**config.mk**
```make
export PLATFORM = sky130hd
export DESIGN_NAME = alu_issue
export DESIGN_NICKNAME = d
export VERILOG_FILES = /design/src/rtl/alu_issue.sv
export SDC_FILE = /design/constraint.sdc
export NUM_CORES = 1
export LEC_CHECK = 0
export ABC_CLOCK_PERIOD_IN_PS = 2400
export BUFFER_PORTS_ARGS = -buffer_cell sky130_fd_sc_hd__buf_2
export CAP_MARGIN = 30
export CORE_AREA = 2 2 140 142
export CTS_CLUSTER_SIZE = 25
export DETAILED_ROUTE_END_ITERATION = 16
export DIE_AREA = 0 0 142 144
export GPL_ROUTABILITY_DRIVEN = 0
export PLACE_DENSITY_LB_ADDON = 0.08
export RECOVER_POWER = 25
export SLEW_MARGIN = 20
export SYNTH_ARGS = -nofsm -noshare
export SYNTH_HDL_FRONTEND = slang
export SYNTH_SLANG_ARGS = --single-unit
```
**constraint.sdc**
```tcl
create_clock -name i_clk -period 2.4 [get_ports i_clk]
set_input_delay 0.48 -clock i_clk [delete_from_list [all_inputs] [get_ports i_clk]]
set_output_delay 0.48 -clock i_clk [all_outputs]
set_load 0.01 [all_outputs]
```
**src/rtl/alu_issue.sv**
```systemverilog
// ID/EX issue stage: resolves EX/MEM operand forwarding, stalls on load-use,
// and holds a registered ALU operand pair until the execute stage takes it.
module alu_issue #(
  parameter int XLEN         = 32,
  parameter int REG_AW       = 5,
  parameter int ALU_OP_WIDTH = 5,
  parameter int CNT_WIDTH    = 16
) (
  input  logic                    i_clk,
  input  logic                    i_rst_n,
  input  logic                    i_flush,
  input  logic                    i_valid,
  output logic                    o_ready,
  input  logic [REG_AW-1:0]       i_rs1_addr,
  input  logic [REG_AW-1:0]       i_rs2_addr,
  input  logic [REG_AW-1:0]       i_rd_addr,
  input  logic [XLEN-1:0]         i_rs1_data,
  input  logic [XLEN-1:0]         i_rs2_data,
  input  logic [XLEN-1:0]         i_pc,
  input  logic [XLEN-1:0]         i_imm,
  input  logic                    i_a_sel,
  input  logic                    i_b_sel,
  input  logic [ALU_OP_WIDTH-1:0] i_op,
  input  logic                    i_wen,
  input  logic                    i_ex_valid,
  input  logic                    i_ex_wen,
  input  logic                    i_ex_is_load,
  input  logic [REG_AW-1:0]       i_ex_rd,
  input  logic [XLEN-1:0]         i_ex_data,
  input  logic                    i_mem_valid,
  input  logic                    i_mem_wen,
  input  logic [REG_AW-1:0]       i_mem_rd,
  input  logic [XLEN-1:0]         i_mem_data,
  output logic                    o_valid,
  input  logic                    i_ready,
  output logic [XLEN-1:0]         o_a,
  output logic [XLEN-1:0]         o_b,
  output logic [ALU_OP_WIDTH-1:0] o_op,
  output logic [REG_AW-1:0]       o_rd_addr,
  output logic                    o_wen,
  output logic [XLEN-1:0]         o_store_data,
  output logic [CNT_WIDTH-1:0]    o_stall_cnt
);

  logic                    valid_q, valid_d;
  logic [XLEN-1:0]         a_q, a_d;
  logic [XLEN-1:0]         b_q, b_d;
  logic [ALU_OP_WIDTH-1:0] op_q, op_d;
  logic [REG_AW-1:0]       rd_q, rd_d;
  logic                    wen_q, wen_d;
  logic [XLEN-1:0]         sd_q, sd_d;
  logic [CNT_WIDTH-1:0]    cnt_q, cnt_d;

  logic            hazard;
  logic            ready;
  logic            accept;
  logic [XLEN-1:0] fwd_rs1;
  logic [XLEN-1:0] fwd_rs2;

  // EX result wins over MEM because it is the younger producer.
  function automatic logic [XLEN-1:0] fwd_sel(
    input logic [REG_AW-1:0] rs,
    input logic [XLEN-1:0]   rf_data
  );
    if (rs == '0)
      return '0;
    else if (i_ex_valid && i_ex_wen && (i_ex_rd == rs))
      return i_ex_data;
    else if (i_mem_valid && i_mem_wen && (i_mem_rd == rs))
      return i_mem_data;
    else
      return rf_data;
  endfunction

  always_comb begin
    fwd_rs1 = fwd_sel(i_rs1_addr, i_rs1_data);
    fwd_rs2 = fwd_sel(i_rs2_addr, i_rs2_data);
    // Both sources are checked even when pc/imm is selected, to keep the check cheap.
    hazard  = i_valid && i_ex_valid && i_ex_wen && i_ex_is_load && (i_ex_rd != '0) &&
              ((i_ex_rd == i_rs1_addr) || (i_ex_rd == i_rs2_addr));
    ready   = (!valid_q || i_ready) && !hazard && !i_flush;
    accept  = i_valid && ready;
  end

  always_comb begin
    valid_d = valid_q;
    a_d     = a_q;
    b_d     = b_q;
    op_d    = op_q;
    rd_d    = rd_q;
    wen_d   = wen_q;
    sd_d    = sd_q;
    cnt_d   = cnt_q;

    if (i_flush) begin
      valid_d = 1'b0;
      wen_d   = 1'b0;
    end else if (accept) begin
      valid_d = 1'b1;
      a_d     = i_a_sel ? i_pc : fwd_rs1;
      b_d     = i_b_sel ? i_imm : fwd_rs2;
      op_d    = i_op;
      rd_d    = i_rd_addr;
      wen_d   = i_wen;
      sd_d    = fwd_rs2;
    end else if (valid_q && i_ready) begin
      valid_d = 1'b0;
    end

    if (hazard && !i_flush && (cnt_q != '1))
      cnt_d = cnt_q + 1'b1;
  end

  always_ff @(posedge i_clk or negedge i_rst_n) begin
    if (!i_rst_n) begin
      valid_q <= 1'b0;
      a_q     <= '0;
      b_q     <= '0;
      op_q    <= '0;
      rd_q    <= '0;
      wen_q   <= 1'b0;
      sd_q    <= '0;
      cnt_q   <= '0;
    end else begin
      valid_q <= valid_d;
      a_q     <= a_d;
      b_q     <= b_d;
      op_q    <= op_d;
      rd_q    <= rd_d;
      wen_q   <= wen_d;
      sd_q    <= sd_d;
      cnt_q   <= cnt_d;
    end
  end

  assign o_ready      = ready;
  assign o_valid      = valid_q;
  assign o_a          = a_q;
  assign o_b          = b_q;
  assign o_op         = op_q;
  assign o_rd_addr    = rd_q;
  assign o_wen        = wen_q;
  assign o_store_data = sd_q;
  assign o_stall_cnt  = cnt_q;

endmodule
```
==> After elaboration in Yosys (flattened, before gate mapping) <==
Index checks and enable logic that the tools add are counted.
Widths: inputs -> output; s select.
{ "word_totals": {"reg_bits": 124, "latch_bits": 0, "ramBits": 0, "rom_bits": 0, "in_bits": 235, "elab_cells": 56, "mem_count": 0} }
{ "classes": {"n_addsub": 1, "mul": 0, "n_div": 0, "n_lt_le_gt_ge": 0, "eq_ne": 5, "shifts": 0, "n_mux": 13, "bitwise": 1, "n_reduce_logical": 28} }
{ "op_table": {"columns": ["operator", "n"], "rows": [
  ["$mux 32", 8],
  ["$eq 5x5->1", 4],
  ["$logic_and 1x1->1", 17],
  ["$add 16x1->16 const B", 1],
  ["$ne 16x16->1 const B", 1],
  ["$logic_not 5->1", 2],
  ["$mux 1", 5],
  ["$reduce_bool 5->1", 1],
  ["$logic_not 1->1", 3],
  ["$reduce_bool 3->1", 1],
  ["$logic_or 1x1->1", 2],
  ["$reduce_and 2->1", 1],
  ["$reduce_bool 2->1", 1],
  ["$not 1->1", 1]
]} }

==> Logic depth before layout (Yosys ltp) <==
Gate-level depths: netlist of run 1.
{ "logic_depth": {"word_depth": 11, "depth_mapped": 9} }

==> Worst setup path before layout of run 1 <==
Ideal clock, no wire load.
{ "synth_timing": {"kind": "in2out", "from": "input port i_ex_rd[1]", "to": "output port o_ready", "t_arrival_ns": 1.649, "required_time_ns": 1.920, "path_slack_ns": 0.271, "stages": 4, "n_path_buf": 0, "path_cell_list": "or4_4 > o21ai_4 > nor2_1 > nor3_1"} }
{ "synth_between": {"elab_chain_len": 6} }
{ "synth_lines": {"columns": ["element", "line_no", "rtl"], "rows": [
  ["from (decl)", "28", "input logic [REG_AW-1:0] i_ex_rd,"],
  ["$eq 5x5->1 or $reduce_bool 5->1 (tied branches)", "80, 79", null],
  ["$logic_or 1x1->1 or $logic_and 1x1->1 (tied branches)", "80, 79", null],
  ["$logic_and 1x1->1 *", "79", "hazard = i_valid && i_ex_valid && i_ex_wen && i_ex_is_load && (i_ex_rd != '0) &&"],
  ["$logic_not 1->1 *", "81", "ready = (!valid_q || i_ready) && !hazard && !i_flush;"],
  ["$logic_and 1x1->1 * (2 in series)", "81", null],
  ["to (decl)", "13", "output logic o_ready,"]
]} }
Mark *: on every way between the ends. The rest lies on a longest branch, timed or not.

==> Final worst setup path of run 1 <==
Ends and elaborated chain as after synthesis.

==> results of run 1 <==
[layout by cell type, fill, tap and decap left out, types with 9 or more instances in the layout]
cell,instances
nor2_1,104
a211o_1,62
o2111ai_1,31
nand3_1,45
clkbuf_16,17
xor2_1,9
buf_4,30
o211ai_1,31
buf_12,10
a21oi_1,161
dfrtp_1,124
nor3_1,36
buf_2,358
nand2_1,136
xnor2_1,24
[power by group through the flow]
stage | clock network, mW | registers [mW] | logic [mW]
2_1_floorplan | 0 | 2.74 | 0.600
3_3_place_gp | 0 | 2.59 | 1.60
3_5_place_dp | 0 | 2.59 | 1.62
4_1_cts | 2.71 | 2.56 | 1.62
5_1_grt | 2.79 | 2.60 | 1.77
6_report | 2.66 | 2.57 | 1.61
[registers in the layout (all words and copies together) (netlist names)]
| name | cells |
|---|---|
| o_op | 5 |
| o_a | 32 |
| o_b | 32 |
| o_valid | 1 |
| o_store_data | 32 |
| o_rd_addr | 5 |
| o_stall_cnt | 16 |
| o_wen | 1 |
[cells in the mapped netlist, drive strengths merged (3+ instances only)]
master / count / area (um^2)
a21oi: 162 / 811
nand2: 136 / 510
dfrtp: 124 / 3100
nor2: 105 / 394
a211o: 62 / 543
clkbuf: 58 / 219
nand3: 46 / 235
nor3: 39 / 211
o2111ai: 31 / 272
o211ai: 31 / 233
xnor2: 25 / 219
buf: 24 / 148
xor2: 9 / 78.8
nand4: 7 / 43.8
o21ai: 6 / 52.5
and4: 4 / 35.0
inv: 4 / 15.0
and2: 3 / 18.8
mux2: 3 / 33.8
[area by class of cell]
class | instances | area, um^2 | share of cell area, %
repair buffers | 402 | 2270 | 22.2
inverters | 4 | 15.0 | 0.147
diodes | 7 | 17.5 | 0.171
multi-input cells | 689 | 3920 | 38.4
clock buffers | 20 | 457 | 4.47
well taps | 238 | 298 | 2.91
flip-flops and latches | 124 | 3100 | 30.4
clock inverters | 11 | 144 | 1.41
[worst max-delay path: stages]
cell and delay [ns]:
buf_2 0.14, or4_4 0.55, o21ai_4 0.14, nor2_1 0.10, nor3_1 0.18, buf_2 0.15
[logic make-up after synthesis]
group	Yosys count
buffers and inverters	86
adder cells (fa/ha/maj)	1
AO/OA/AOI/OAI	298
multiplexers	3
flip-flops	124
XOR/XNOR	34
AND/OR/NAND/NOR	353
[worst max path at each step]
stage                   from         endpoint  slack, ns  cells past startpoint
6_report          i_ex_rd[1]          o_ready       0.19                      6
3_5_place_dp   i_rs2_addr[2]  o_stall_cnt[12]       0.14                      7
3_3_place_gp   i_rs2_addr[2]  o_stall_cnt[12]       0.17                      7
4_1_cts           i_ex_rd[1]          o_ready       0.18                      6
5_1_grt              i_rst_n          o_a[12]       0.07                      3
2_1_floorplan     i_ex_rd[1]          o_ready       0.27                      4
[metal layers]
layer  up-vias  GRT usage (%)
li1       3923              -
met1      4005           37.4
met2       369           47.0
met3        60           7.78
met4         2           12.6
met5         -              0
==> results.cfg, run 1 <==
[run_status]
status = finished, final reports clean

[detailed_routing]
ant_nets = 0
met1Wirelength_um = 12800
met3_length_um = 2430
wl_met2_um = 14500
drc = 0
wl_per_cell_um = 20.5
drt_iter0_markers = 369
vias = 8359
vias_per_cell = 5.59
routed_wl_um = 30700
firstDrtPassIters = 5
highest_layer = met5

[worst_setup_path]
reg2reg_from = o_stall_cnt[2]
reg2reg_depth = 7
end_kind = output port
required_ns = 1.92
crit_fanout = 4
cp-start-kind = input port
cp.arrival_ns = 1.73
crit_type = input port to output port
r2r-end = o_stall_cnt[4]
rrSetupSlack_ns = 0.43

[yosys]
synthFlopType = dfrtp_1
yosys_warnings = 0
synth_top_family_by_area = compound AO/OA/AOI/OAI gates
synth_seq_cells = 124
yosysSeqAreaShare_pct = 42.2
synth-simple-area-share_pct = 21.1
synth_compound_area_share_pct = 26.9
netlist_area_um2 = 7350
yosys.area_share.xor_xnor_pct = 4.05
synthMuxAreaShare_pct = 0.459
syn-mean-instance-area_um2 = 8.18
synth_cell_types = 45
synthCells = 899
syn-num-nets = 1135
synthAdderAreaFrac_pct = 0.170
synth_edf_count = 0
ys_async_sr_fraction_pct = 100

[pwr]
switching_share_pct = 30.4
p_leak_nw = 4.97
p_seq_share_pct = 37.6
power_mw = 6.83
clkPwrFrac_pct = 38.9
comb_power_share_pct = 23.5
p_int_mw = 4.75
p_sw_mw = 2.08
irDropWorstVdd_v = 0.000457
p_per_area_nw_per_um2 = 668

[job]
cap_viol_max_count = 0

[floorplanning]
die_area_um2 = 20400
core_area_um2 = 19100
start_util_pct = 38.5
rows = 51
die_height_um = 144
io_pins = 360
die-width_um = 142

[grt]
overflow = 0
grt_usage_pct = 29.3
antenna_found_initial = 6
grt_max_degree = 66
grt_pass1_wl_um = 46000
grt_pass1_vias = 8063

[timing]
relSlewSlack_pct = 25.7
finalSetupTns_ns = 0
max_freq_ghz = 0.453
finalWorstSetupSlack_ns = 0.194
finalHoldViolCount = 0
final-max-slew-violation-count = 0
setup_viol = 0
holdWs_ns = 0.261
worst_pin_slew_ns = 1.12
period_needed_ns = 2.21
fin_worst_skew_ns = 0.00771
post-route-period-util_pct = 91.9
rsz0062_at_grt = false

[placed_design]
place_hpwl_um = 22400
place_area_um2 = 9610
pre_cts_ws_ns = 0.137
port_buffers = 359
place_inst = 1456

[cells_and_area]
n_fill_cell = 1916
area_delta_synth_final_pct = 39.0
stdcell_count = 1495
fin_util_pct = 53.6
fin_nets = 1474
layout-drive-gt1-share_pct = 35.8
fin_area_um2 = 10200

[cts]
cts-root-buf = clkbuf_16
worst_skew_pair.late_latency_ns = 0.42
cts_tree = yes
path_clk_slew_ns = 0.05
ctsHtreeMaxLevel = 4
post_cts_buffers = 0
hold_buffers = 1
clockBufferDepth = 2
cts_sinks = 124
cts_buffers = 17
cts_repair_resize_count = 0

[worst_hold_path]
hp-start = i_rd_addr[4]
hold-path-endpoint = o_rd_addr[4]
hold_depth = 3
hp-class = input port to flip-flop
Note: power is estimated with default switching activity, not from simulation.
==> inputs of run 2 (changes only) <==
--- a/config.mk
+++ b/config.mk
@@ -15,7 +15,7 @@
 export GPL_ROUTABILITY_DRIVEN = 0
 export PLACE_DENSITY_LB_ADDON = 0.08
 export RECOVER_POWER = 25
-export SLEW_MARGIN = 20
+export SLEW_MARGIN = 25
 export SYNTH_ARGS = -nofsm -noshare
 export SYNTH_HDL_FRONTEND = slang
 export SYNTH_SLANG_ARGS = --single-unit
==> constraint.sdc (replaced) <==
create_clock -name i_clk -period 2.4 [get_ports i_clk]
set_input_delay 0.48 -clock i_clk [delete_from_list [all_inputs] [get_ports i_clk]]
set_output_delay 0.48 -clock i_clk [all_outputs]
set_load 0.05 [all_outputs]
==> run 2 against run 1 <==
  * The run now ends with max-capacitance violations, max-slew violations left
  * Via count down 0.61%
  * Setup slack got worse by 0.11 ns
  * Die area stayed put
  * Largest power group unchanged
==> results.cfg, run 2 (synthesized netlist as in run 1, its figures left out) <==
[cts]
clockBufferDepth = 2
cts_buffers = 17
cts_tree = yes
cts-root-buf = clkbuf_16
worst_skew_pair.late_latency_ns = 0.42
post_cts_buffers = 0
ctsHtreeMaxLevel = 4
path_clk_slew_ns = 0.06
cts_sinks = 124
cts_repair_resize_count = 0
hold_buffers = 0

[worst_setup_path]
crit_chain = buf_2 > or4_4 > o21ai_4 > nor2_1 > nor3_4 > buf_2
crit_fanout = 3
cp_num_buf_inv = 2
cp-start-kind = input port
cp_top_family = simple AND/OR/NAND/NOR gates
crit_type = input port to output port
reg2reg_from = o_valid
cp-startpoint = i_ex_rd[1]
cpMostUsedCell = buf_2
required_ns = 1.92
end_kind = output port
slowest_delay_ns = 0.54
cpMaxStageDelayCell = or4_4
cp.arrival_ns = 1.83

[timing]
finalSetupTns_ns = 0
setup_viol = 0
worst_pin_slew_ns = 1.56
rsz0062_at_grt = false
post-route-period-util_pct = 96.4
fin_worst_skew_ns = 0.00846
max_freq_ghz = 0.432
relSlewSlack_pct = -3.71
finalHoldViolCount = 0
period_needed_ns = 2.31
final-max-slew-violation-count = 58

[worst_hold_path]
hp-start = i_rd_addr[2]
hp-class = input port to flip-flop

[pwr]
p_int_mw = 4.65
irDropWorstVdd_v = 0.000400
clkPwrFrac_pct = 33.7
p_per_area_nw_per_um2 = 759
p_leak_nw = 4.96
p_sw_mw = 3.09
comb_power_share_pct = 33.2
power_mw = 7.75
switching_share_pct = 39.9
p_seq_share_pct = 33.1

[floorplanning]
rows = 51
die_height_um = 144
start_util_pct = 38.5
die_area_um2 = 20400
io_pins = 360
die-width_um = 142
core_area_um2 = 19100

[placed_design]
port_buffers = 359
place_hpwl_um = 22400
place_area_um2 = 9620

[detailed_routing]
vias_per_cell = 5.57
ant_nets = 0
drc = 0
wl_per_cell_um = 20.9
firstDrtPassIters = 5
routed_wl_um = 31100
vias = 8308
drt_iter0_markers = 473

[grt]
grt_usage_pct = 30.0
antenna_found_initial = 6
grt_max_degree = 62
grt_pass1_wl_um = 46800
grt_pass1_vias = 8086
overflow = 0

[cells_and_area]
fin_area_um2 = 10200
layout_commonest_cell = buf_2
fin_nets = 1473
area_delta_synth_final_pct = 38.8
layout-drive-gt1-share_pct = 35.9
layout_common_cells = buf_2, a21oi_1, nand2_1

[job]
cap_viol_max_count = 1

[run_status]
failed_checks = max-capacitance violations, max-slew violations
status = finished with violations
run 2: changes by cell type in the layout (fill, tap and decap cells not counted), sizes merged:
cell / before / now
clkinvlp: 4 / 5
dlygate4sd3: 1 / 0
buf: 399 / 398
bufinv: 3 / 2
clkinv: 4 / 5
diode: 7 / 4
inv: 4 / 5
run 2: power by group through the flow:
stage          combinational [mW]  clock [mW]  sequential (mW)
2_1_floorplan               0.606           0             3.69
3_3_place_gp                 2.56           0             2.59
3_5_place_dp                 2.58           0             2.59
4_1_cts                      2.58        2.65             2.56
5_1_grt                      2.73        2.75             2.60
6_report                     2.57        2.61             2.56
run 2: path summary, 6_finish.rpt:
kind	slack, ns	end	cells past startpoint
max	0.09	o_ready	6
min	0.26	o_rd_addr[2]	3
max in group asynchronous	0.51	o_store_data[8]	2
max reg2reg	0.46	o_store_data[24]	6
min reg2reg	0.46	o_store_data[5]	2
min in group asynchronous	0.43	o_stall_cnt[10]	1
run 2: final cells by class:
cell class                 count  area (um^2)
clock inverter                13          143
fill                        1907         8880
tap                          238          298
sequential                   124         3100
inverter                       4         15.0
antenna                        4         10.0
clock buffer                  19          453
multi-input combinational    689         3930
timing repair buffer         401         2250
run 2: metrics by stage:
| step | std cells | setup WS, ns | utilization, % | hold WS [ns] |
|---|---|---|---|---|
| 6_report | 1492 | 0.0869 | 53.5 | 0.256 |
| 5_1_grt | 1490 | 0.0490 | 53.4 | 0.262 |
| 4_1_cts | 1488 | 0.0862 | 53.6 | 0.0534 |
| 3_5_place_dp | 1456 | 0.0897 | 50.4 | 0.451 |
| 3_3_place_gp | 1455 | 0.106 | 50.3 | 0.446 |
| 2_1_floorplan | 899 | 0.0795 | - | 0.184 |
run 2: worst register-to-register path, stage by stage, from the launching register on:
cell and delay (ns):
dfrtp_1 0.39, nor2b_1 0.18, nor3b_1 0.50, o21a_4 0.26, buf_12 0.27, o2111ai_1 0.20, nand2_1 0.09
run 2: metal layers:
| layer | routed length, um | vias to the layer above | part of all wire, % | global-route usage, % |
|---|---|---|---|---|
| met1 | 12600 | 3979 | 41 | 37.7 |
| met2 | 15600 | 370 | 50 | 52.1 |
| li1 | - | 3921 | - | - |
| met4 | 438 | 4 | 1.4 | 7.37 |
| met3 | 2380 | 34 | 7.7 | 7.42 |
| met5 | 27 | - | 0.087 | 0 |
==> inputs of run 3 (changes only) <==
--- a/config.mk
+++ b/config.mk
@@ -14,7 +14,7 @@
 export DIE_AREA = 0 0 142 144
 export GPL_ROUTABILITY_DRIVEN = 0
 export PLACE_DENSITY_LB_ADDON = 0.08
-export RECOVER_POWER = 25
+export RECOVER_POWER = 100
 export SLEW_MARGIN = 25
 export SYNTH_ARGS = -nofsm -noshare
 export SYNTH_HDL_FRONTEND = slang
==> run 3 against run 2 <==
  * The flow still finishes with violations (max-capacitance violations, max-slew violations)
  * Critical path depth did not move
  * Register-to-register slack worse by 0.35 ns
  * Die area is the same
  * Clock power about the same
  * Highest routed layer unchanged
  * Combinational power shrank 4%
  * Count of clock-buffer cells in the layout stayed put
==> results.cfg, run 3 (synthesized netlist as in run 1, its figures left out) <==
[cts]
clockBufferDepth = 2
cts_tree = yes
post_cts_buffers = 0
path_clk_slew_ns = 0.06
cts_repair_resize_count = 0
cts_sinks = 124
worst_skew_pair.late_latency_ns = 0.42
cts_buffers = 17
ctsHtreeMaxLevel = 4
cts-root-buf = clkbuf_16
hold_buffers = 0

[floorplanning]
io_pins = 360
die_area_um2 = 20400
core_area_um2 = 19100
die_height_um = 144
start_util_pct = 38.5
die-width_um = 142
rows = 51

[detailed_routing]
vias = 8279
vias_per_cell = 5.55
drc = 0
drt_iter0_markers = 477
wl_per_cell_um = 20.9
ant_nets = 0
firstDrtPassIters = 5
routed_wl_um = 31200

[placed_design]
port_buffers = 359
place_hpwl_um = 22400

[pwr]
power_mw = 7.66
p_leak_nw = 4.57
p_per_area_nw_per_um2 = 764
irDropWorstVdd_v = 0.000393

[timing]
relSlewSlack_pct = -4.31
setup_viol = 0
max_freq_ghz = 0.432
finalSetupTns_ns = 0
post-route-period-util_pct = 96.4
period_needed_ns = 2.31
worst_pin_slew_ns = 1.56
final-max-slew-violation-count = 58
rsz0062_at_grt = false
fin_worst_skew_ns = 0.00860
finalHoldViolCount = 0

[cells_and_area]
area_delta_synth_final_pct = 36.3
n_fill_cell = 1972
layout_commonest_cell = buf_2
fin_nets = 1473
layout-drive-gt1-share_pct = 25.9
layout_common_cells = buf_2, a21oi_1, nand2_1

[worst_setup_path]
crit_fanout = 3
rrSetupSlack_ns = 0.11
cp.arrival_ns = 1.83
cpMaxStageDelayCell = or4_4
cp_num_buf_inv = 2
cpMostUsedCell = buf_2
cp-start-kind = input port
cp_top_family = simple AND/OR/NAND/NOR gates
crit_chain = buf_2 > or4_4 > o21ai_4 > nor2_1 > nor3_4 > buf_2
crit_type = input port to output port
slowest_delay_ns = 0.54
required_ns = 1.92
end_kind = output port

[grt]
antenna_found_initial = 6
grt_usage_pct = 30.0
grt_pass1_vias = 8086
grt_pass1_wl_um = 46800
overflow = 0
grt_max_degree = 62

[run_status]
status = finished with violations
failed_checks = max-capacitance violations, max-slew violations

[job]
cap_viol_max_count = 1

[worst_hold_path]
hp-class = input port to flip-flop
run 3: cell types whose count changed in the layout (fill, tap and decap cells not counted), sizes merged:
cell and delta:
buf -126, clkbuf +126
run 3: final timing paths:
path | end | depth (start not counted) | startpoint
max | o_ready | 6 | i_ex_rd[1]
min in group asynchronous | o_stall_cnt[10] | 1 | i_rst_n
max reg2reg | o_store_data[20] | 6 | o_valid
min reg2reg | o_store_data[6] | 2 | o_store_data[6]
min | o_rd_addr[2] | 3 | i_rd_addr[2]
max in group asynchronous | o_store_data[8] | 2 | i_rst_n
run 3: final cells by class:
cell class / count / area, um^2 / area share [%]
Timing Repair Buffer: 401 / 2070 / 20.6
Tap cell: 238 / 298 / 2.97
Inverter: 4 / 15.0 / 0.150
Antenna cell: 4 / 10.0 / 0.0999
Multi-Input combinational cell: 689 / 3930 / 39.2
Clock buffer: 19 / 453 / 4.52
Clock inverter: 13 / 143 / 1.42
Sequential cell: 124 / 3100 / 31.0
run 3: layer usage:
metal,GRT usage (%),share of wire [%],vias up
met1,37.7,41,3954
met3,7.42,7.0,43
li1,-,-,3918
met5,0,0.087,-
met2,52.1,50,360
met4,7.37,1.6,4
run 3: per-stage QoR:
| stage | cell area [um^2] | cells | util [%] | hold WS [ns] | worst slack, ns |
|---|---|---|---|---|---|
| 2_1_floorplan | 7360 | 899 | - | 0.184 | 0.0795 |
| 3_3_place_gp | 9590 | 1455 | 50.3 | 0.446 | 0.106 |
| 3_5_place_dp | 9620 | 1456 | 50.4 | 0.451 | 0.0897 |
| 4_1_cts | 10200 | 1488 | 53.6 | 0.0534 | 0.0862 |
| 5_1_grt | 10000 | 1490 | 52.5 | 0.262 | 0.0256 |
| 6_report | 10000 | 1492 | 52.5 | 0.260 | 0.0873 |
run 3: where the power goes:
group | switching [mW] | leakage, nW | internal [mW]
clock | 1.02 | 0.278 | 1.59
sequential | 0.175 | 1.49 | 2.40
combinational | 1.90 | 2.81 | 0.573
total | 3.10 | 4.57 | 4.56
run 3: worst reg2reg max path: stages, from the launching register on:
cell	delay, ns
dfrtp_1	0.39
nor2b_1	0.18
nor3b_1	0.50
o21a_4	0.24
buf_4	0.54
o2111ai_1	0.27
nand2_1	0.12
